==> src/rtl/norm_pkg.sv <==
// Shared types and defaults for the sequential normalizer.
package norm_pkg;

    localparam int unsigned WIDTH_DEF = 16;
    localparam int unsigned CNT_W_DEF = 4;

    localparam logic DIR_LEFT  = 1'b0;
    localparam logic DIR_RIGHT = 1'b1;

    typedef enum logic [1:0] {
        ST_IDLE,
        ST_SHIFT,
        ST_DONE
    } state_t;

endpackage

==> src/rtl/norm_step.sv <==
// One combinational normalize step: shift by 1 or 4 toward the target end, plus target/nibble flags.
module norm_step
    import norm_pkg::*;
#(
    parameter int unsigned WIDTH = WIDTH_DEF
) (
    input  logic [WIDTH-1:0] data,
    input  logic             dir,
    input  logic             step4,
    output logic [WIDTH-1:0] shifted,
    output logic             target_bit,
    output logic             nib_zero
);

    always_comb begin
        shifted    = '0;
        target_bit = 1'b0;
        nib_zero   = 1'b0;
        if (dir == DIR_LEFT) begin
            target_bit = data[WIDTH-1];
            nib_zero   = (data[WIDTH-1 -: 4] == 4'b0000);
            shifted    = step4 ? (data << 4) : (data << 1);
        end else begin
            target_bit = data[0];
            nib_zero   = (data[3:0] == 4'b0000);
            shifted    = step4 ? (data >> 4) : (data >> 1);
        end
    end

endmodule

==> src/rtl/seq_normalizer.sv <==
// Multi-cycle leading/trailing-zero normalizer with start/done handshake.
// Optional nibble skip enabled by defining SEQ_NORM_FAST_SKIP_EN.
module seq_normalizer
    import norm_pkg::*;
#(
    parameter int unsigned WIDTH = WIDTH_DEF,
    parameter int unsigned CNT_W = CNT_W_DEF
) (
    input  logic             clk,
    input  logic             rst_n,
    input  logic             start,
    input  logic [WIDTH-1:0] In,
    input  logic             Dir,
    output logic             busy,
    output logic             done,
    output logic [WIDTH-1:0] Out,
    output logic [CNT_W-1:0] Cnt,
    output logic             Zero
);

`ifdef SEQ_NORM_FAST_SKIP_EN
    localparam logic FAST_SKIP = 1'b1;
`else
    localparam logic FAST_SKIP = 1'b0;
`endif

    state_t           state;
    logic [WIDTH-1:0] data;
    logic             dir_q;
    logic [CNT_W-1:0] cnt;

    logic [WIDTH-1:0] shifted;
    logic             target_bit;
    logic             nib_zero;
    logic             skip;
    logic [CNT_W-1:0] cnt_inc;

    // A zero nibble at the target end implies at least four more shifts, so skipping cannot overshoot.
    assign skip    = FAST_SKIP & nib_zero;
    assign cnt_inc = skip ? CNT_W'(4) : CNT_W'(1);

    norm_step #(.WIDTH(WIDTH)) u_step (
        .data       (data),
        .dir        (dir_q),
        .step4      (skip),
        .shifted    (shifted),
        .target_bit (target_bit),
        .nib_zero   (nib_zero)
    );

    always_ff @(posedge clk or negedge rst_n) begin
        if (!rst_n) begin
            state <= ST_IDLE;
            busy  <= 1'b0;
            done  <= 1'b0;
            Out   <= '0;
            Cnt   <= '0;
            Zero  <= 1'b0;
            data  <= '0;
            dir_q <= DIR_LEFT;
            cnt   <= '0;
        end else begin
            done <= 1'b0;
            case (state)
                ST_IDLE, ST_DONE: begin
                    if (start) begin
                        data  <= In;
                        dir_q <= Dir;
                        cnt   <= '0;
                        busy  <= 1'b1;
                        state <= ST_SHIFT;
                    end else begin
                        state <= ST_IDLE;
                    end
                end
                ST_SHIFT: begin
                    if (data == '0) begin
                        Out   <= '0;
                        Cnt   <= '0;
                        Zero  <= 1'b1;
                        busy  <= 1'b0;
                        done  <= 1'b1;
                        state <= ST_DONE;
                    end else if (target_bit) begin
                        Out   <= data;
                        Cnt   <= cnt;
                        Zero  <= 1'b0;
                        busy  <= 1'b0;
                        done  <= 1'b1;
                        state <= ST_DONE;
                    end else begin
                        data <= shifted;
                        cnt  <= cnt + cnt_inc;
                    end
                end
                default: state <= ST_IDLE;
            endcase
        end
    end

endmodule

==> config.mk <==
export PLATFORM = sky130hd
export DESIGN_NAME = seq_normalizer
export DESIGN_NICKNAME = d
export VERILOG_FILES = /design/src/rtl/norm_pkg.sv /design/src/rtl/norm_step.sv /design/src/rtl/seq_normalizer.sv
export SDC_FILE = /design/constraint.sdc
export NUM_CORES = 1
export LEC_CHECK = 0
export ABC_AREA = 1
export BUFFER_PORTS_ARGS = -buffer_cell sky130_fd_sc_hd__buf_2
export CAP_MARGIN = 15
export CORE_AREA = 5 5 75 77
export DETAILED_ROUTE_END_ITERATION = 16
export DIE_AREA = 0 0 80 82
export GPL_ROUTABILITY_DRIVEN = 0
export PLACE_DENSITY = 0.68
export SYNTH_ARGS = -nofsm -noshare
export SYNTH_HDL_FRONTEND = slang
export SYNTH_SLANG_ARGS = --single-unit
==> constraint.sdc <==
create_clock -name clk -period 1.5 [get_ports clk]
set_input_delay 0.225 -clock clk [delete_from_list [all_inputs] [get_ports clk]]
set_output_delay 0.225 -clock clk [all_outputs]
set_load 0.1 [all_outputs]
# Word-level counts from Yosys, hierarchy flattened
# Index checks and enable logic that the tools add are counted.
dict set report totals {
  register_bits 46
  output_inout_bits 23
  elab_cells 51
}
dict set report op_classes {
  add_sub_neg 1
  eq_ne 6
  mux 26
  reduce_logical 9
}
# op n
set ops {}
lappend ops {{$mux 16} 6}
lappend ops {{$pmux 16 s2} 1}
lappend ops {{$mux 4} 5}
lappend ops {{$logic_not 16->1} 1}
lappend ops {{$mux 1} 9}
lappend ops {{$pmux 4 s2} 1}
lappend ops {{$ne 2x2->1 const B} 3}
lappend ops {{$add 4x1->4 const B} 1}
lappend ops {{$mux 2} 2}
lappend ops {{$pmux 2 s2} 1}
lappend ops {{$reduce_and 2->1} 2}
lappend ops {{$reduce_and 4->1} 1}
lappend ops {{$reduce_bool 2->1} 2}
lappend ops {{$ne 3x3->1 const B} 1}
lappend ops {{$reduce_and 3->1} 1}
lappend ops {{$eq 2x1->1 const B} 1}
lappend ops {{$eq 2x2->1 const B} 1}
lappend ops {{$logic_not 2->1} 1}
lappend ops {{$pmux 1 s2} 1}
lappend ops {{$reduce_or 2->1} 1}

# Logic depth before layout (Yosys ltp)
# Gate-level depths: netlist of the first run.
dict set report depth {
  depth_word 4
  depth_mapped 9
  ltp_nobuf 8
}

# Modules after synthesis
# A second synthesis of the first run with hierarchy kept.
dict set report unflattened {
  cells_unflattened 380
  hier_area_um2 2678.8
}
# module n_inst cells_each area_per_inst_um2
set modules_own_cells {}
lappend modules_own_cells {seq_normalizer 1 266 2143.3}
lappend modules_own_cells {norm_step 1 114 535.5}

# Least setup slack after synthesis of the first run
# Ideal clock, no wire load.
dict set report synth_timing {
  path_kind {reg-to-reg}
  start {register state[1]}
  end {register data[0]}
  setup_time_ns 0.117
  t_arrival_ns 1.201
  required_ns 1.383
  path_slack_ns 0.182
  stages_incl_launch_ff 8
  path_cell_list {dfrtp_1 > nor2_8 > inv_2 > nor2_8 > nand2_4 > buf_2 > nand3_1 > nand2_1}
}
dict set report synth_via {
  elab_chain_len 4
}
# element line_no
set synth_rtl {}
lappend synth_rtl {{start, declared} seq_normalizer.sv:27} ;# state_t state;
lappend synth_rtl {{start signal, assigned} seq_normalizer.sv:53} ;# state <= ST_IDLE;
lappend synth_rtl {{start signal, assigned} seq_normalizer.sv:71} ;# state <= ST_SHIFT;
lappend synth_rtl {{start signal, assigned} seq_normalizer.sv:73} ;# state <= ST_IDLE;
lappend synth_rtl {{$eq 2x2->1 or $logic_not 2->1 (tied branches)} seq_normalizer.sv:64} ;# case (state)
lappend synth_rtl {{$reduce_or 2->1} seq_normalizer.sv:64}
lappend synth_rtl {{$ne 2x2->1 (no source line) or $reduce_bool 2->1 (tied branches)} -}
lappend synth_rtl {{$reduce_and 4->1 (no source line)} -}
lappend synth_rtl {{end signal, assigned} seq_normalizer.sv:67} ;# data <= In;
lappend synth_rtl {{end signal, assigned} seq_normalizer.sv:92} ;# data <= shifted;
lappend synth_rtl {{end, declared} seq_normalizer.sv:28} ;# logic [WIDTH-1:0] data;
# Parallel ways exist; a longest one is shown, timed or not.
# A chain may end at the register's enable or synchronous reset.

# Final worst setup path of the first run
dict set report layout_timing {
  start {register data[6]}
  end {register data[6]}
}
dict set report layout_via {
  elab_chain_len 3
}
# element line_no
set layout_rtl {}
lappend layout_rtl {{$logic_not 16->1} seq_normalizer.sv:77} ;# if (data == '0) begin
lappend layout_rtl {{$ne 2x2->1 (no source line)} -}
lappend layout_rtl {{$reduce_and 4->1 (no source line)} -}
# No other way between the ends.

==> results_dict.tcl, run 1 <==
set metrics [dict create \
    cts.sinks 46 \
    cts_buffers 5 \
    wl_per_cell_um 13.7 \
    gr-usage-all-layers 0.182 \
    cts_tree "built" \
    layout-drive-gt1-share 0.277 \
    synthXorXnorAreaFrac 0.00787 \
    ioPinCount 43 \
    synth_flop_cell "dfrtp_1" \
    worstSkewPairLatency_ps 290 \
    r2r-start "data[6]" \
    rrSetupSlack_ps 60 \
    worstPathArrival_ps 1620 \
    ant_nets 0 \
    synth_area_um2 2230 \
    fp-row-count 26 \
    h-tree-depth 2 \
    finalHoldViolCount 0 \
    port_buffers 42 \
    vias_per_cell 4.90 \
    setup_violations 0 \
    fin_crit_ps 1440 \
    synth-simple-area-share 0.357 \
    die_h_um 82 \
    clock_skew_ps 8.83 \
    avgSynthCellArea_um2 7.87 \
    num_antenna_cells 0 \
    drv_slew 0 \
    wirelength_mm 5.85 \
    vias 2091 \
    holdPathEnd "dir_q" \
    path_class "reg2reg" \
    antenna_found_initial 0 \
    initial_core_util 0.450 \
    whs_path_depth 3 \
    rsz0062_at_grt "yes" \
    async_reset_ff_frac 1.00 \
    syn-num-nets 304 \
    finalWorstSetupSlack_ps 60.7 \
    dieArea_um2 6560 \
    dr.pass1.iters 4 \
    synth_top_family_by_area "simple AND/OR/NAND/NOR gates" \
    fill_cells 494 \
    synth.most_common_cell "nand2_1" \
    yosys-top-cells-area "dfrtp_1 52%, nand2_1 21%, o21ai_0 6.5%" \
    synth_cell_types 17 \
    synth_largest_area_cell "dfrtp_1" \
    max_freq_mhz 695 \
    die_x_um 80 \
    synth_compound_area_frac 0.0675 \
    muxShareOfSynthArea 0 \
    drc_errors 0 \
    first_iter_violations 137 \
    synth_edf_count 0 \
    worstMarginPinSlew_ps 483 \
    root_buffer "clkbuf_8" \
    cp.required_ps 1690 \
    synth_adder_area_share 0.00562 \
    relSlewSlack 0.677 \
    ys_ff_latch 46 \
    critPathLaunchType "register" \
    hp-start "Dir" \
    detailed_place_hpwl_mm 3.77 \
    ys_warn_count 0 \
    ys_top_cells_by_count "126 x nand2_1, 46 x dfrtp_1, 29 x o21ai_0" \
    grt_pass1_wl_mm 9.38 \
    pre_cts_slack_ps -13.7 \
    endpoint_kind "register" \
    rr_worst_depth 8 \
    grt_pass1_vias 2033 \
    syn2layout_area_growth_pct 30.1 \
    synth_top_area_share 0.517 \
    hp-class "in2reg" \
    finalCritPeriodShare 0.960 \
    reg2reg_to "data[6]" \
    fin_nets 377 \
    drv_cap 0 \
    synthCells 283 \
    clk_pin_slew_worst_paths_ps 80 \
    path_max_fanout 9 \
    core_area_um2 4940 \
    grt_start_max_net_pins 47 \
    outcome "completed" \
    synth-seq-area-share 0.517 \
    clock_path_buffers 2 \
    overflow 0 \
]
[cells in the final DEF (no fill, tap or decap), types with 2 or more instances in the layout]
master    synthesis  routed
buf_2             5      42
buf_4             0      30
buf_6             3       2
clkbuf_8          0       6
dfrtp_1          46      45
inv_1             3       3
inv_2             3       3
nand2_1         126     125
nand2_2           1       2
nand2_4           4       2
nand2_8           0       4
nand3_1          25      25
nor2_1           26      24
nor2_2            0       2
nor2_8            2       2
o21ai_0          29      29
xnor2_1           2       2
[cell type report]
cell class	count	area (µm²)	share of cell area
flip-flops and latches	46	1150	0.398
multi-input cells	220	1040	0.359
repair buffers	77	503	0.174
well taps	70	87.6	0.0302
clock buffers	7	86.3	0.0298
inverters	6	22.5	0.00778
clock inverters	1	5.00	0.00173
[metrics by stage]
step / hold slack [ps] / TNS, ps / instance area, µm² / util / cells
floorplan: -70.6 / 0 / 2230 / - / 283
global placement: 225 / 0 / 2620 / 0.529 / 403
detailed placement: 226 / -21.7 / 2620 / 0.529 / 403
CTS: 174 / -4.22 / 2740 / 0.553 / 412
global route: 175 / -335 / 2900 / 0.586 / 427
finish: 186 / 0 / 2900 / 0.586 / 427
[cell families (layout without fill, tap and decap cells)]
kind of cell,count (synthesis),after routing
buffers and inverters,19,91
adders and majority gates,1,1
and+or+nand+nor,185,187
AOI/OAI and AO/OA,30,30
DFF,46,46
xor gates and xnor gates,2,2
[how the worst max path moves through the flow]
stage	startpoint	endpoint	slack (ps)	depth (start not counted)
floorplan	state[1]	data[0]	180	7
global placement	data[5]	busy	50	8
detailed placement	data[10]	Out[10]	-10	8
CTS	data[10]	Cnt[2]	-3	8
global route	data[6]	data[6]	-40	8
finish	data[6]	data[6]	60	8
[worst max-delay path: stages, from the launching register on]
cell and delay [ps]:
dfrtp_1 430, nor2_1 110, nand2_1 80, nor2_2 140
nand2_2 110, nand2_8 170, nand2_4 130, nand2_1 100
nand2_1 60
[layer usage]
metal  part of all wire  global-route usage
met2               0.51               0.325
met1               0.43               0.232
met3              0.045              0.0263
met4              0.015              0.0490
met5                  0                   0
[registers in the layout, summed over array words and instances (netlist names)]
register and count:
Out 16, done 1, dir_q 1, cnt 4, busy 1, data 16
Cnt 4, Zero 1, state 2
[repair_timing]
action | in CTS | in global routing
hold buffers | 1 | 0
pin swaps | 0 | 5
setup endpoints to repair | 21 | 44
buffers inserted | 0 | 13
resized for setup | 2 | 10
hold endpoints to repair | 46 | 0
cloned | 0 | 2
Power of run 1 is not shown: default switching activity piles up to over one toggle a cycle in this logic, so the estimate is an artifact.
==> inputs of run 2 (changes only) <==
- CORE_AREA: 5 5 75 77 -> 5 5 104 57
- DIE_AREA: 0 0 80 82 -> 0 0 109 62
==> run 2 against run 1 <==
Sequential share of layout area rose by 2.6 points. Worst hold slack improved by 18 ps. Global-route usage fell by 0.56 points. Count of clock-buffer cells in the layout did not move. Clock skew fell by 3.9 ps. Utilization fell by 2.4 points.
==> results_dict.tcl, run 2 (synthesis results as in run 1) <==
set metrics [dict create \
    grt_pass1_wl_mm 9.32 \
    cts_tree "built" \
    cts.sinks 46 \
    fin_crit_ps 1380 \
    root_buffer "clkbuf_8" \
    dr.pass1.iters 5 \
    h-tree-depth 2 \
    relSlewSlack 0.673 \
    finalCritPeriodShare 0.922 \
    core_area_um2 4840 \
    drc_errors 0 \
    vias_per_cell 4.90 \
    dp.cells 402 \
    fill_cells 481 \
    hp-class "in2reg" \
    critPathLaunchType "register" \
    path_class "reg2reg" \
    clock_skew_ps 4.91 \
    drv_slew 0 \
    ant_nets 0 \
    layout-drive-gt1-share 0.232 \
    drv_cap 0 \
    fp-row-count 18 \
    final_common_cell "nand2_1" \
    setup_violations 0 \
    first_iter_violations 106 \
    overflow 0 \
    vias 2009 \
    final_cell_mix "126 x nand2_1, 44 x dfrtp_1, 42 x buf_2" \
    worstMarginPinSlew_ps 494 \
    grt_pass1_vias 2021 \
    port_buffers 42 \
    die_h_um 62 \
    reg_top3 "Out x16, data x16" \
    clock_path_buffers 2 \
    worstPathArrival_ps 1570 \
    path_max_fanout 23 \
    clk_pin_slew_worst_paths_ps 80 \
    fin_nets 361 \
    max_freq_mhz 723 \
    wirelength_mm 5.27 \
    wl_per_cell_um 12.9 \
    syn2layout_area_growth_pct 22.1 \
    final_cells 410 \
    grt_start_max_net_pins 47 \
    initial_core_util 0.460 \
    worstSkewPairLatency_ps 290 \
    hold-worst-slack_ps 204 \
    cp.required_ps 1690 \
    finalHoldViolCount 0 \
    antenna_found_initial 0 \
    detailed_place_hpwl_mm 3.63 \
    num_antenna_cells 0 \
    endpoint_kind "register" \
    outcome "completed" \
    postCtsSetupRepairBufs 0 \
    cts_buffers 5 \
    ioPinCount 43 \
    dieArea_um2 6760 \
    gr-usage-all-layers 0.177 \
    die_x_um 109 \
]
==> run 2: cell count changes in the layout (fill, tap and decap cells not counted), sizes merged <==
cell	delta
buf	-14
nand2	-2
clkinv	-1
==> run 2: area by class of cell <==
type / count / area, µm² / share of cell area
Inverter: 6 / 22.5 / 0.00828
Multi-Input combinational cell: 218 / 992 / 0.365
Tap cell: 70 / 87.6 / 0.0322
Timing Repair Buffer: 63 / 387 / 0.142
Sequential cell: 46 / 1150 / 0.424
Clock buffer: 7 / 76.3 / 0.0281
==> run 2: worst paths after layout <==
kind,startpoint,endpoint,slack (ps),cells past startpoint
worst max-delay path,data[1],Out[10],120,8
worst min-delay path,Dir,dir_q,200,3
worst max register to register,data[1],Out[10],120,8
worst min register to register,Out[12],Out[12],470,2
max in group asynchronous,rst_n,data[15],800,3
min in group asynchronous,rst_n,Out[0],440,3
==> run 2: what timing repair did <==
action	in CTS	in global routing
gates resized for setup	0	5
endpoints found under the setup margin	0	30
hold buffers	1	0
hold endpoints to repair	46	0
==> run 2: through the flow <==
stage	cell area [µm²]	setup TNS [ps]	worst slack, ps	utilization
after floorplan	2230	0	182	-
after global placement	2610	0	123	0.539
after detailed placement	2610	0	107	0.539
after CTS	2700	0	96.3	0.557
after global routing	2720	-0.876	-0.876	0.561
final	2720	0	117	0.561
==> run 2: critical path, cell delays in order, from the launching register on <==
cell,delay [ps]
dfrtp_1,440
nor2_1,140
nand2_1,60
nor2_1,90
nand2_1,110
nand2_4,160
nand2_8,140
nand2_1,90
nand2_1,40
==> run 2: metal layers <==
metal	part of all wire	track usage
met2	0.47	0.291
met3	0.067	0.0413
met1	0.45	0.236
met5	0	0
met4	0.0082	0.0612
Power of run 2 is left out for the same reason.
